<file path="src/rtl/fetch_pkg.sv">
// Shared types and constants for the instruction prefetch queue.
package fetch_pkg;

  localparam logic [31:0] NOP = 32'h0000_0013;

  typedef struct packed {
    logic [31:0] pc;
    logic [31:0] instr;
  } fq_entry_t;

  // Counter width able to hold the value n itself (0..n).
  function automatic int cnt_w(input int n);
    return $clog2(n) + 1;
  endfunction

endpackage

</file>
<file path="src/rtl/fq_fifo.sv">
// Synchronous FIFO of fetched entries with flush; head is read combinationally.
module fq_fifo
  import fetch_pkg::*;
#(
  parameter int DEPTH = 4,
  localparam int CW = cnt_w(DEPTH)
) (
  input  logic          i_clk,
  input  logic          i_reset,
  input  logic          i_push,
  input  logic          i_pop,
  input  logic          i_flush,
  input  fq_entry_t     i_data,
  output fq_entry_t     o_head,
  output logic [CW-1:0] o_count
);

  localparam int AW = $clog2(DEPTH);

  fq_entry_t     mem_q [DEPTH];
  logic [AW-1:0] wr_ptr_q;
  logic [AW-1:0] rd_ptr_q;
  logic [CW-1:0] count_q;
  logic          do_push;
  logic          do_pop;

  // Flush wins over both push and pop in the same cycle.
  assign do_push = i_push && !i_flush;
  assign do_pop  = i_pop && !i_flush && (count_q != '0);

  always_ff @(posedge i_clk or negedge i_reset) begin
    if (!i_reset) begin
      wr_ptr_q <= '0;
      rd_ptr_q <= '0;
      count_q  <= '0;
    end else if (i_flush) begin
      wr_ptr_q <= '0;
      rd_ptr_q <= '0;
      count_q  <= '0;
    end else begin
      if (do_push) wr_ptr_q <= wr_ptr_q + AW'(1);
      if (do_pop)  rd_ptr_q <= rd_ptr_q + AW'(1);
      case ({do_push, do_pop})
        2'b10:   count_q <= count_q + CW'(1);
        2'b01:   count_q <= count_q - CW'(1);
        default: count_q <= count_q;
      endcase
    end
  end

  always_ff @(posedge i_clk) begin
    if (do_push) mem_q[wr_ptr_q] <= i_data;
  end

  assign o_head  = mem_q[rd_ptr_q];
  assign o_count = count_q;

endmodule

</file>
<file path="src/rtl/fetch_queue.sv">
// Instruction prefetch queue: issues sequential fetches, discards stale returns
// after a redirect, and presents buffered instructions to IF/ID.
module fetch_queue
  import fetch_pkg::*;
#(
  parameter int          DEPTH     = 4,
  parameter int          MAX_OUTST = 2,
  parameter logic [31:0] RESET_PC  = 32'h0000_0000
) (
  input  logic        i_clk,
  input  logic        i_reset,
  input  logic        i_redirect,
  input  logic [31:0] i_redirect_pc,
  output logic        o_imem_req,
  output logic [31:0] o_imem_addr,
  input  logic        i_imem_gnt,
  input  logic        i_imem_rvalid,
  input  logic [31:0] i_imem_rdata,
  output logic        o_vld,
  input  logic        i_rdy,
  output logic [31:0] o_instr,
  output logic [31:0] o_pc,
  output logic [31:0] o_pc_four
);

  localparam int CW = cnt_w(DEPTH);
  localparam int OW = cnt_w(MAX_OUTST);

  logic [31:0] fetch_pc_q, fetch_pc_d;
  logic [31:0] ret_pc_q, ret_pc_d;
  logic [OW-1:0] outst_q, outst_d;
  logic [OW-1:0] discard_q, discard_d;
  logic [CW-1:0] count;
  logic [31:0] used;
  logic [31:0] target_pc;
  logic        accept;
  logic        push;
  logic        pop;
  fq_entry_t   head;
  fq_entry_t   push_data;

  // Handshakes: a fetch transfers when o_imem_req && i_imem_gnt in the same
  // cycle; the head transfers when o_vld && i_rdy. Neither valid depends on
  // its own ready.
  assign target_pc  = i_redirect_pc & ~32'd3;
  assign used       = 32'(count) + 32'(outst_q);
  // Reserving FIFO space for in-flight requests means a push never finds it full.
  assign o_imem_req = i_reset && !i_redirect && (32'(outst_q) < MAX_OUTST) && (used < DEPTH);
  assign o_imem_addr = fetch_pc_q;
  assign accept     = o_imem_req && i_imem_gnt;
  assign push       = i_imem_rvalid && !i_redirect && (discard_q == '0);
  assign pop        = o_vld && i_rdy;
  assign push_data  = '{pc: ret_pc_q, instr: i_imem_rdata};

  always_comb begin
    fetch_pc_d = fetch_pc_q;
    ret_pc_d   = ret_pc_q;
    outst_d    = outst_q;
    discard_d  = discard_q;
    if (i_redirect) begin
      fetch_pc_d = target_pc;
      ret_pc_d   = target_pc;
      outst_d    = outst_q - OW'(i_imem_rvalid);
      // Every request still unreturned after this cycle is stale.
      discard_d  = outst_d;
    end else begin
      if (accept) fetch_pc_d = fetch_pc_q + 32'd4;
      if (push)   ret_pc_d   = ret_pc_q + 32'd4;
      if (i_imem_rvalid && (discard_q != '0)) discard_d = discard_q - OW'(1);
      case ({accept, i_imem_rvalid})
        2'b10:   outst_d = outst_q + OW'(1);
        2'b01:   outst_d = outst_q - OW'(1);
        default: outst_d = outst_q;
      endcase
    end
  end

  always_ff @(posedge i_clk or negedge i_reset) begin
    if (!i_reset) begin
      fetch_pc_q <= RESET_PC;
      ret_pc_q   <= RESET_PC;
      outst_q    <= '0;
      discard_q  <= '0;
    end else begin
      fetch_pc_q <= fetch_pc_d;
      ret_pc_q   <= ret_pc_d;
      outst_q    <= outst_d;
      discard_q  <= discard_d;
    end
  end

  fq_fifo #(
    .DEPTH(DEPTH)
  ) u_fifo (
    .i_clk   (i_clk),
    .i_reset (i_reset),
    .i_push  (push),
    .i_pop   (pop),
    .i_flush (i_redirect),
    .i_data  (push_data),
    .o_head  (head),
    .o_count (count)
  );

  assign o_vld     = (count != '0);
  assign o_instr   = o_vld ? head.instr : NOP;
  assign o_pc      = o_vld ? head.pc : 32'd0;
  assign o_pc_four = o_vld ? (head.pc + 32'd4) : 32'd0;

endmodule
</file>
<file path="config.mk">
export PLATFORM = sky130hd
export DESIGN_NAME = fetch_queue
export DESIGN_NICKNAME = d
export VERILOG_FILES = /design/src/rtl/fetch_pkg.sv /design/src/rtl/fq_fifo.sv /design/src/rtl/fetch_queue.sv
export SDC_FILE = /design/constraint.sdc
export NUM_CORES = 1
export LEC_CHECK = 0
export BUFFER_PORTS_ARGS = -buffer_cell sky130_fd_sc_hd__buf_2
export CORE_ASPECT_RATIO = 0.6
export CORE_MARGIN = 4
export CORE_UTILIZATION = 60
export DETAILED_ROUTE_END_ITERATION = 16
export GPL_TIMING_DRIVEN = 1
export MAX_ROUTING_LAYER = met4
export PLACE_DENSITY = 0.81
export REMOVE_ABC_BUFFERS = 1
export SLEW_MARGIN = 40
export SYNTH_ARGS = -nofsm -noshare
export SYNTH_HDL_FRONTEND = slang
export SYNTH_SLANG_ARGS = --single-unit
</file>
<file path="constraint.sdc">
create_clock -name i_clk -period 8.85 [get_ports i_clk]
set_clock_uncertainty 0.05 [all_clocks]
set_input_delay 0.885 -clock i_clk [delete_from_list [all_inputs] [get_ports i_clk]]
set_output_delay 0.885 -clock i_clk [all_outputs]
set_load 0.1 [all_outputs]
</file>
==> results of run 1 <==
==> state kept, by name (all words and copies together), names as in the netlist <==
register / cells
u_fifo.o_count: 3
u_fifo.rd_ptr_q: 2
u_fifo.wr_ptr_q: 2
u_fifo.mem_q: 248
ret_pc_q: 30
outst_q: 2
o_imem_addr: 30
discard_q: 2
==> synth_stat cells (12+ instances only) <==
library cell  number
nor4_1            14
or4_1             13
dfrtp_1           71
nor3_1            16
and3_1            12
clkbuf_1          34
nand3_1           49
inv_1             22
xor2_1            20
xnor2_1           29
mux4_2            52
mux2_2            15
nand4_1           30
nor2_1            44
nand2_1           64
a21oi_1           28
o21ai_0           41
and2_1            65
edfxtp_1         248
==> metal layers <==
| layer | up-vias | GRT usage (%) |
|---|---|---|
| met5 | - | - |
| met4 | 0 | 5.83 |
| met3 | 56 | 3.69 |
| met2 | 471 | 37.9 |
| met1 | 4736 | 38.4 |
| li1 | 4245 | - |
==> worst paths after layout <==
| path | startpoint | endpoint | slack (ns) |
|---|---|---|---|
| hold / removal | i_reset | o_imem_addr[29]$_DFFE_PN0P_ | 0.30 |
| min in group i_clk | o_imem_addr[21]$_DFFE_PN0P_ | o_imem_addr[21]$_DFFE_PN0P_ | 0.50 |
| setup reg to reg | u_fifo.o_count[0]$_DFFE_PN0P_ | u_fifo.o_count[2]$_DFFE_PN0P_ | 5.81 |
| max in group asynchronous | i_reset | u_fifo.rd_ptr_q[0]$_DFFE_PN0P_ | 7.48 |
| hold reg to reg | o_imem_addr[21]$_DFFE_PN0P_ | o_imem_addr[21]$_DFFE_PN0P_ | 0.50 |
| setup / recovery | u_fifo.rd_ptr_q[0]$_DFFE_PN0P_ | o_pc_four[31] | 3.39 |
==> critical path: cells and delay by family, from the launching register on <==
family,cells,cell delay (ns)
flops,1,0.63
buf+inv,2,1.02
mux,1,0.64
compound gates,1,0.16
simple gates,3,1.51
==> cells by family after synthesis <==
kind of cell,share of synthesized area (%)
AND/OR/NAND/NOR,13.2
flip-flops,64.1
AO/OA/AOI/OAI,4.73
multiplexers,11.5
buffers and inverters,2.49
XOR/XNOR,2.98
adder cells (fa/ha/maj),1.01
other,0.0260
==> cells in the final DEF, fill, tap and decap left out, types with 8 or more instances in the layout <==
| master | instances |
|---|---|
| mux2_2 | 15 |
| a31oi_1 | 9 |
| edfxtp_1 | 248 |
| and2_1 | 65 |
| inv_1 | 21 |
| xor2_1 | 20 |
| nand4_1 | 30 |
| nand2_1 | 64 |
| a21oi_1 | 28 |
| buf_4 | 10 |
| nand3_1 | 49 |
| buf_2 | 191 |
| or3_1 | 8 |
| dfrtp_1 | 69 |
| nor2_1 | 43 |
| or4_1 | 13 |
| and3_1 | 8 |
| xnor2_1 | 29 |
| nor3_1 | 15 |
| clkbuf_16 | 29 |
| ha_1 | 10 |
| mux4_1 | 10 |
| nor4_1 | 12 |
| o21ai_0 | 41 |
| o31ai_1 | 10 |
| mux4_2 | 52 |
==> cell type report <==
type,instances,share of cell area (%)
sequential,319,55.5
multi-input combinational,609,29.2
timing repair buffer,207,6.61
clock buffer,31,4.41
tap,315,2.37
clock inverter,19,1.35
inverter,22,0.512
==> stage by stage <==
step / std cells / setup slack [ns] / area, um^2 / utilization [%]
2_1_floorplan: 950 / 1.87 / 14100 / -
3_3_place_gp: 1472 / 3.74 / 15600 / 66.9
3_5_place_dp: 1472 / 3.93 / 15700 / 67.1
4_1_cts: 1522 / 3.34 / 16600 / 71.2
5_1_grt: 1522 / 3.06 / 16600 / 71.2
6_report: 1522 / 3.39 / 16600 / 71.2
==> run metrics, run 1 <==
status=completed; area of the multi-input gates=4860 um^2; Synth Instances=1,002; detailed placement HPWL=21,300 um; synthesized area=14,400 um^2; core area=23,300 um^2; overall routing resource usage=25.5%; largest net degree at the start of global routing=66; Hold Crit Class=in -> async; final setup violation count=0; first-pass GRT wire length=52,200 um; Initial DRC Count=1,150; highest clock rate=183 MHz; Diodes inserted=0; Fillers=1,535; sequential area share after synthesis=64.1%; max_cap viols=0; WL final=33,000 um; TritonCTS clock tree=built; largest area contributor in the netlist=edfxtp_1; CP max stage cell=or4_4; top-area cell type share of the netlist area=51.7%; Root Buffer=clkbuf_16; full die area=26,600 um^2; I/O Pins=200; Slew Viols, Final=0; layout cells sized above 1=27.8%; Nets=1,268; CP Cell Sequence=buf_6, mux4_1, nand4_1, or4_4, or4_1, a21oi_1, buf_2; Die Y=128 um; TritonCTS Sinks=319; worst endpoint required time=7.92 ns; post-route antenna net violation count=0; Worst setup EP type=primary output; Fin. Hold Viols=0; WL met2=15,100 um; vias=9,508; Initial Utilization=61.7%; RSZ-0062 raised after global routing=no; gpl congestion=0.908; Worst-Skew Late Latency=0.54 ns; TritonRoute pass-1 iters=5; Avg Synthesized Cell Area=14.4 um^2; # H-tree levels=1; max layer used=met4; EDFF count, synth=248; Worst-path clk slew=0.07 ns; routed length per placed instance=21.7 um; port bufs=191; Startpoint Class=flip-flop; Worst Max-Slew Pin Slew=0.787 ns; crit-path max cell delay=0.66 ns; CP max FO=50; initial antenna violation count=0; Cell Rows=43; cts repair resizes=0; Horiz. Die Dim=208 um; routed length on met1=14,400 um; Hold Worst Slack=0.303 ns; min cycle time layout=5.46 ns; vias in the first global route=9,044; DRC violations left=0; Hold Buf Count CTS=0; Rel. slew slack=47.1%; Setup TNS Final=0 ns; largest cells by area after synthesis=edfxtp_1, dfrtp_1, mux4_2, and2_1, mux4_1; post-synth cell types=53; area grow syn2layout=15.4%; CP arrival=4.52 ns; Num CTS Buffers=28; ys async rst share=22.3%; worst reg2reg path depth=9; WS Path Type=reg -> out; register area=9230 um^2; global route overflow=0; setup bufs post-CTS=0; Synth Register Bits=319; clock buffer depth=3; DR WL met3=2750 um; Via density=6.25; Synth Flop Type=edfxtp_1; Yosys warnings=0; final period utilization=61.6%
Power of run 1 is not shown: default switching activity piles up to over one toggle a cycle in this logic, so the estimate is an artifact.
==> run 2, diff against run 1 <==
- CORE_UTILIZATION: 60 -> 52
- PLACE_DENSITY: 0.81 -> 0.74
- clock period: 8.85 -> 4.75 ns (I/O delays scaled with it)
==> run metrics, run 2 (same netlist as run 1, synthesis figures left out) <==
Worst Max-Slew Pin Slew=0.748 ns (-0.0388 ns); final setup violation count=0 (unchanged); status=completed; area grow syn2layout=17.5%; Most flops, register=u_fifo.mem_q; Die Y=137 um (+7.0%); gpl congestion=0.896 (-1.3%); layout cells sized above 1=28.8% (+1.1 points); most frequent cells in the layout=edfxtp_1, buf_2, dfrtp_1; Nets=1,281 (+1.0%); setup bufs post-CTS=0 (unchanged); vias=9,278 (-2.4%); global route overflow=0 (unchanged); dominant delay contributor by cell family on the critical path=flip-flops; Startpoint Class=flip-flop; Placement Setup Slack=0.949 ns (-2.98 ns); Via density=5.86 (-6.2%); commonest non-fill, non-tap cell in the layout=edfxtp_1; DRC violations left=0 (unchanged); initial antenna violation count=0 (unchanged); first-pass GRT wire length=51,600 um (-0.99%); full die area=30,500 um^2 (+15%); WS Path Type=reg -> out; Layout Cells excl Fill=1,584 (+4.1%); overall routing resource usage=22.1% (-3.4 points); max FFs per register=248 (unchanged); Diodes inserted=0 (unchanged); # H-tree levels=1 (unchanged); Worst setup EP type=primary output; cts repair resizes=0 (unchanged); Hold Buf Count CTS=0 (unchanged); I/O Pins=200 (unchanged); final core utilization=63.1% (-8.1 points); highest clock rate=225 MHz; cell area after layout=16,900 um^2 (+1.8%); Initial DRC Count=981 (-15%); CP Cell Sequence=mux4_2, ha_1, nand2_1, o22ai_1, nand3_1, buf_4, or4_1, a21oi_1, buf_2; CP arrival=3.92 ns (-0.60 ns); largest net degree at the start of global routing=72 (+9.1%); Cell Rows=46 (+7.0%); WL final=33,400 um (+1.4%); Crit Reg-Reg Startpoint=outst_q[1]$_DFFE_PN0P_; Worst-Skew Late Latency=0.56 ns (+0.02 ns); crit path from=u_fifo.rd_ptr_q[1]$_DFFE_PN0P_; detailed placement HPWL=22,300 um (+4.7%); min cycle time layout=4.45 ns; Root Buffer=clkbuf_16; crit-path max cell delay=0.78 ns (+0.12 ns); core area=26,800 um^2 (+15%); post-route antenna net violation count=0 (unchanged); clock buffer depth=3 (unchanged); TritonCTS clock tree=built; Fin. Hold Viols=0 (unchanged); Horiz. Die Dim=223 um (+7.1%); CP Buf/Inv Count=2 (unchanged); TritonRoute pass-1 iters=5 (unchanged); final period utilization=93.7%; Worst-path clk slew=0.07 ns (about the same); Inst Count DP=1,527 (+3.7%); vias in the first global route=8,983 (-0.67%); port bufs=191 (unchanged); Final Worst Setup Slack=0.301 ns (-3.09 ns); CP max stage cell=dfrtp_2; Num CTS Buffers=30 (+7.1%); Fillers=2,081 (+36%); CP max FO=25 (-50%); max_cap viols=0 (unchanged); Slew Viols, Final=0 (unchanged); Hold Crit Class=in -> async; RSZ-0062 raised after global routing=no; Initial Utilization=53.7% (-8.0 points); TritonCTS Sinks=319 (unchanged); worst endpoint required time=4.22 ns (-3.70 ns); Rel. slew slack=50.1% (+3.0 points); area post-placement=15,800 um^2 (+1.0%); routed length per placed instance=21.1 um (-2.6%)
==> run 2: cell types whose count changed in the layout (fill, tap and decap cells not counted), sizes merged <==
| cell | before | now |
|---|---|---|
| clkinvlp | 2 | 3 |
| buf | 207 | 218 |
| clkinv | 10 | 11 |
| bufinv | 5 | 6 |
| clkbuf | 31 | 34 |
==> run 2: worst paths after layout <==
kind,endpoint,slack [ns],cells past startpoint
worst max-delay path,o_pc_four[20],0.30,9
worst min-delay path,outst_q[0]$_DFFE_PN0P_,0.001,2
worst max register to register,o_imem_addr[30]$_DFFE_PN0P_,1.82,6
worst min register to register,outst_q[1]$_DFFE_PN0P_,0.50,1
max in group asynchronous,u_fifo.rd_ptr_q[0]$_DFFE_PN0P_,4.11,2
min in group i_clk,u_fifo.mem_q[0][27]$_DFFE_PP_,0.08,1
==> run 2: metrics by stage <==
| step | hold WS [ns] | setup TNS (ns) |
|---|---|---|
| after global placement | 0.483 | 0 |
| after global routing | 0.0578 | 0 |
| after CTS | 0.0163 | 0 |
| after floorplan | 0.129 | -59.92 |
| final | 0.00134 | 0 |
| after detailed placement | 0.492 | 0 |
==> run 2: final cells by class <==
type,instances,area [um^2],area share (%)
Clock buffer,34,787,4.65
Tap cell,360,450,2.66
Sequential cell,319,9230,54.6
Timing Repair Buffer,218,1230,7.29
Inverter,22,85.1,0.503
Clock inverter,22,270,1.60
Multi-Input combinational cell,609,4860,28.7
==> run 2: per-layer routing <==
metal  vias to the layer above  track usage [%]  routed length [um]
li1                       4275                -                   -
met1                      4657             32.0               15300
met2                       311             33.6               15600
met3                        35             4.50                2110
met4                         0             3.52                 419
met5                         -                -                   0
Power of run 2 is left out for the same reason.
==> run 3, diff against run 2 <==
- CORE_UTILIZATION: 52 -> 30
- PLACE_DENSITY: 0.74 -> 0.47
==> run metrics, run 3 (same netlist as run 1, synthesis figures left out) <==
status=completed; TritonCTS Sinks=319 (unchanged); first-pass GRT wire length=59,200 um (+15%); I/O Pins=200 (unchanged); commonest non-fill, non-tap cell in the layout=edfxtp_1; Hold Buf Count CTS=1 (+1); gpl congestion=0.782 (-13%); global route overflow=0 (unchanged); Fin. Hold Viols=0 (unchanged); TritonRoute pass-1 iters=5 (unchanged); highest clock rate=224 MHz (-0.25%); post-route antenna net violation count=0 (unchanged); final core utilization=37.3% (-26 points); CP max FO=22 (-12%); worst endpoint required time=4.22 ns (about the same); Worst-Skew Late Latency=0.52 ns (-0.04 ns); Horiz. Die Dim=291 um (+31%); Pwr per Cell Area=698 nW/um^2; Startpoint Class=flip-flop; WL final=38,400 um (+15%); final period utilization=93.9% (+0.24 points); r2r setup slk=1.87 ns (+0.05 ns); RSZ-0062 raised after global routing=no; layout cells sized above 1=28.9% (+0.078 points); overall routing resource usage=15.2% (-6.9 points); Slew Viols, Final=0 (unchanged); Num CTS Buffers=35 (+17%); DRC violations left=0 (unchanged); initial antenna violation count=1 (+1); setup bufs post-CTS=0 (unchanged); VDD IR max=0.446 mV; Worst-path clk slew=0.06 ns (about the same); Nets=1,293 (+0.94%); Setup TNS Final=0 ns (unchanged); Layout Cells excl Fill=1,871 (+18%); Hold Worst Slack=0.121 ns (+0.119 ns); Hold Crit Class=in -> reg; port bufs=191 (unchanged); # H-tree levels=2 (+1); Root Buffer=clkbuf_16; Cell Rows=61 (+33%); routed length per placed instance=20.5 um (-2.7%); Worst Max-Slew Pin Slew=0.691 ns (-0.0569 ns); min cycle time layout=4.46 ns (+0.0113 ns); most frequent cells in the layout=edfxtp_1, buf_2, dfrtp_1; Inst Count DP=1,803 (+18%); final setup violation count=0 (unchanged); TritonCTS clock tree=built; vias=9,241 (-0.40%); max_cap viols=0 (unchanged); clock buffer depth=3 (unchanged); Via density=4.94 (-16%); CP arrival=3.94 ns (+0.02 ns); Most flops, register=u_fifo.mem_q; area grow syn2layout=21.3%; Die Y=178 um (+30%); Initial DRC Count=593 (-40%); WS Path Type=reg -> out; cts repair resizes=0 (unchanged); Worst setup EP type=primary output; vias in the first global route=9,549 (+6.3%); Leak=6.24 nW; max FFs per register=248 (unchanged); core area=46,900 um^2 (+75%); full die area=51,700 um^2 (+69%); detailed placement HPWL=26,600 um (+19%); largest net degree at the start of global routing=64 (-11%); Initial Utilization=30.7% (-23 points); Rel. slew slack=53.6% (+3.4 points)
[run 3: cell count changes in the layout (fill, tap and decap cells not counted), moves of 2 or more]
cell        previous run  this run
buf_12                 4        13
clkbuf_16             31        38
buf_2                191       187
bufinv_16              6         2
clkbuf_1               3         7
clkinv_1               4         7
diode_2                0         3
and3_2                 2         0
and3_4                 2         4
buf_4                 21        23
clkinvlp_4             3         1
inv_6                  2         0
[run 3: where the power goes]
group          internal (mW)  switching, mW  total, mW
combinational           1.20           4.90       6.10
clock                   1.56           1.10       2.67
sequential              3.20          0.219       3.42
[run 3: layout make-up]
type | count | area, um^2
fillers | 4513 | 29400
diodes | 3 | 7.51
well taps | 630 | 788
repair buffers | 225 | 1390
inverters | 22 | 82.6
flip-flops and latches | 319 | 9230
clock inverters | 18 | 136
clock buffers | 45 | 977
multi-input cells | 609 | 4860
[run 3: worst paths after layout]
path,from,to,cells after the start
min reg2reg,o_imem_addr[21]$_DFFE_PN0P_,o_imem_addr[21]$_DFFE_PN0P_,1
min in group asynchronous,i_reset,o_imem_addr[3]$_DFFE_PN0P_,2
min,i_imem_rdata[11],u_fifo.mem_q[2][11]$_DFFE_PP_,1
max,u_fifo.rd_ptr_q[0]$_DFFE_PN0P_,o_pc_four[23],7
max in group asynchronous,i_reset,o_imem_addr[29]$_DFFE_PN0P_,3
max reg2reg,outst_q[1]$_DFFE_PN0P_,o_imem_addr[30]$_DFFE_PN0P_,7
[run 3: critical path, cell delays in order (launching register included)]
cell,delay [ns]
dfrtp_4,0.65
buf_12,0.25
mux4_1,0.46
nand4_2,0.16
or3b_1,0.60
or4_1,0.57
a21oi_1,0.23
buf_2,0.48
[run 3: per-layer routing]
| metal | wire (um) | up-vias | global-route usage, % | part of all wire, % |
|---|---|---|---|---|
| met5 | 0 | - | - | 0 |
| met4 | 767 | 0 | 3.40 | 2.0 |
| met3 | 1920 | 52 | 2.98 | 5.0 |
| met2 | 17400 | 216 | 22.9 | 45 |
| met1 | 18400 | 4670 | 21.4 | 48 |
| li1 | - | 4303 | - | - |
[run 3: per-stage QoR]
| step | total power, mW | instance area, um^2 | setup slack [ns] |
|---|---|---|---|
| 6_report | 12.2 | 17500 | 0.289 |
| 5_1_grt | 12.7 | 17500 | 0.0615 |
| 4_1_cts | 12.4 | 17400 | 0.0299 |
| 3_5_place_dp | 9.64 | 16300 | 0.593 |
| 3_3_place_gp | 9.61 | 16200 | 0.659 |
| 2_1_floorplan | 8.32 | 14100 | -1.82 |
No activity file was read; power rests on OpenSTA's default activity.
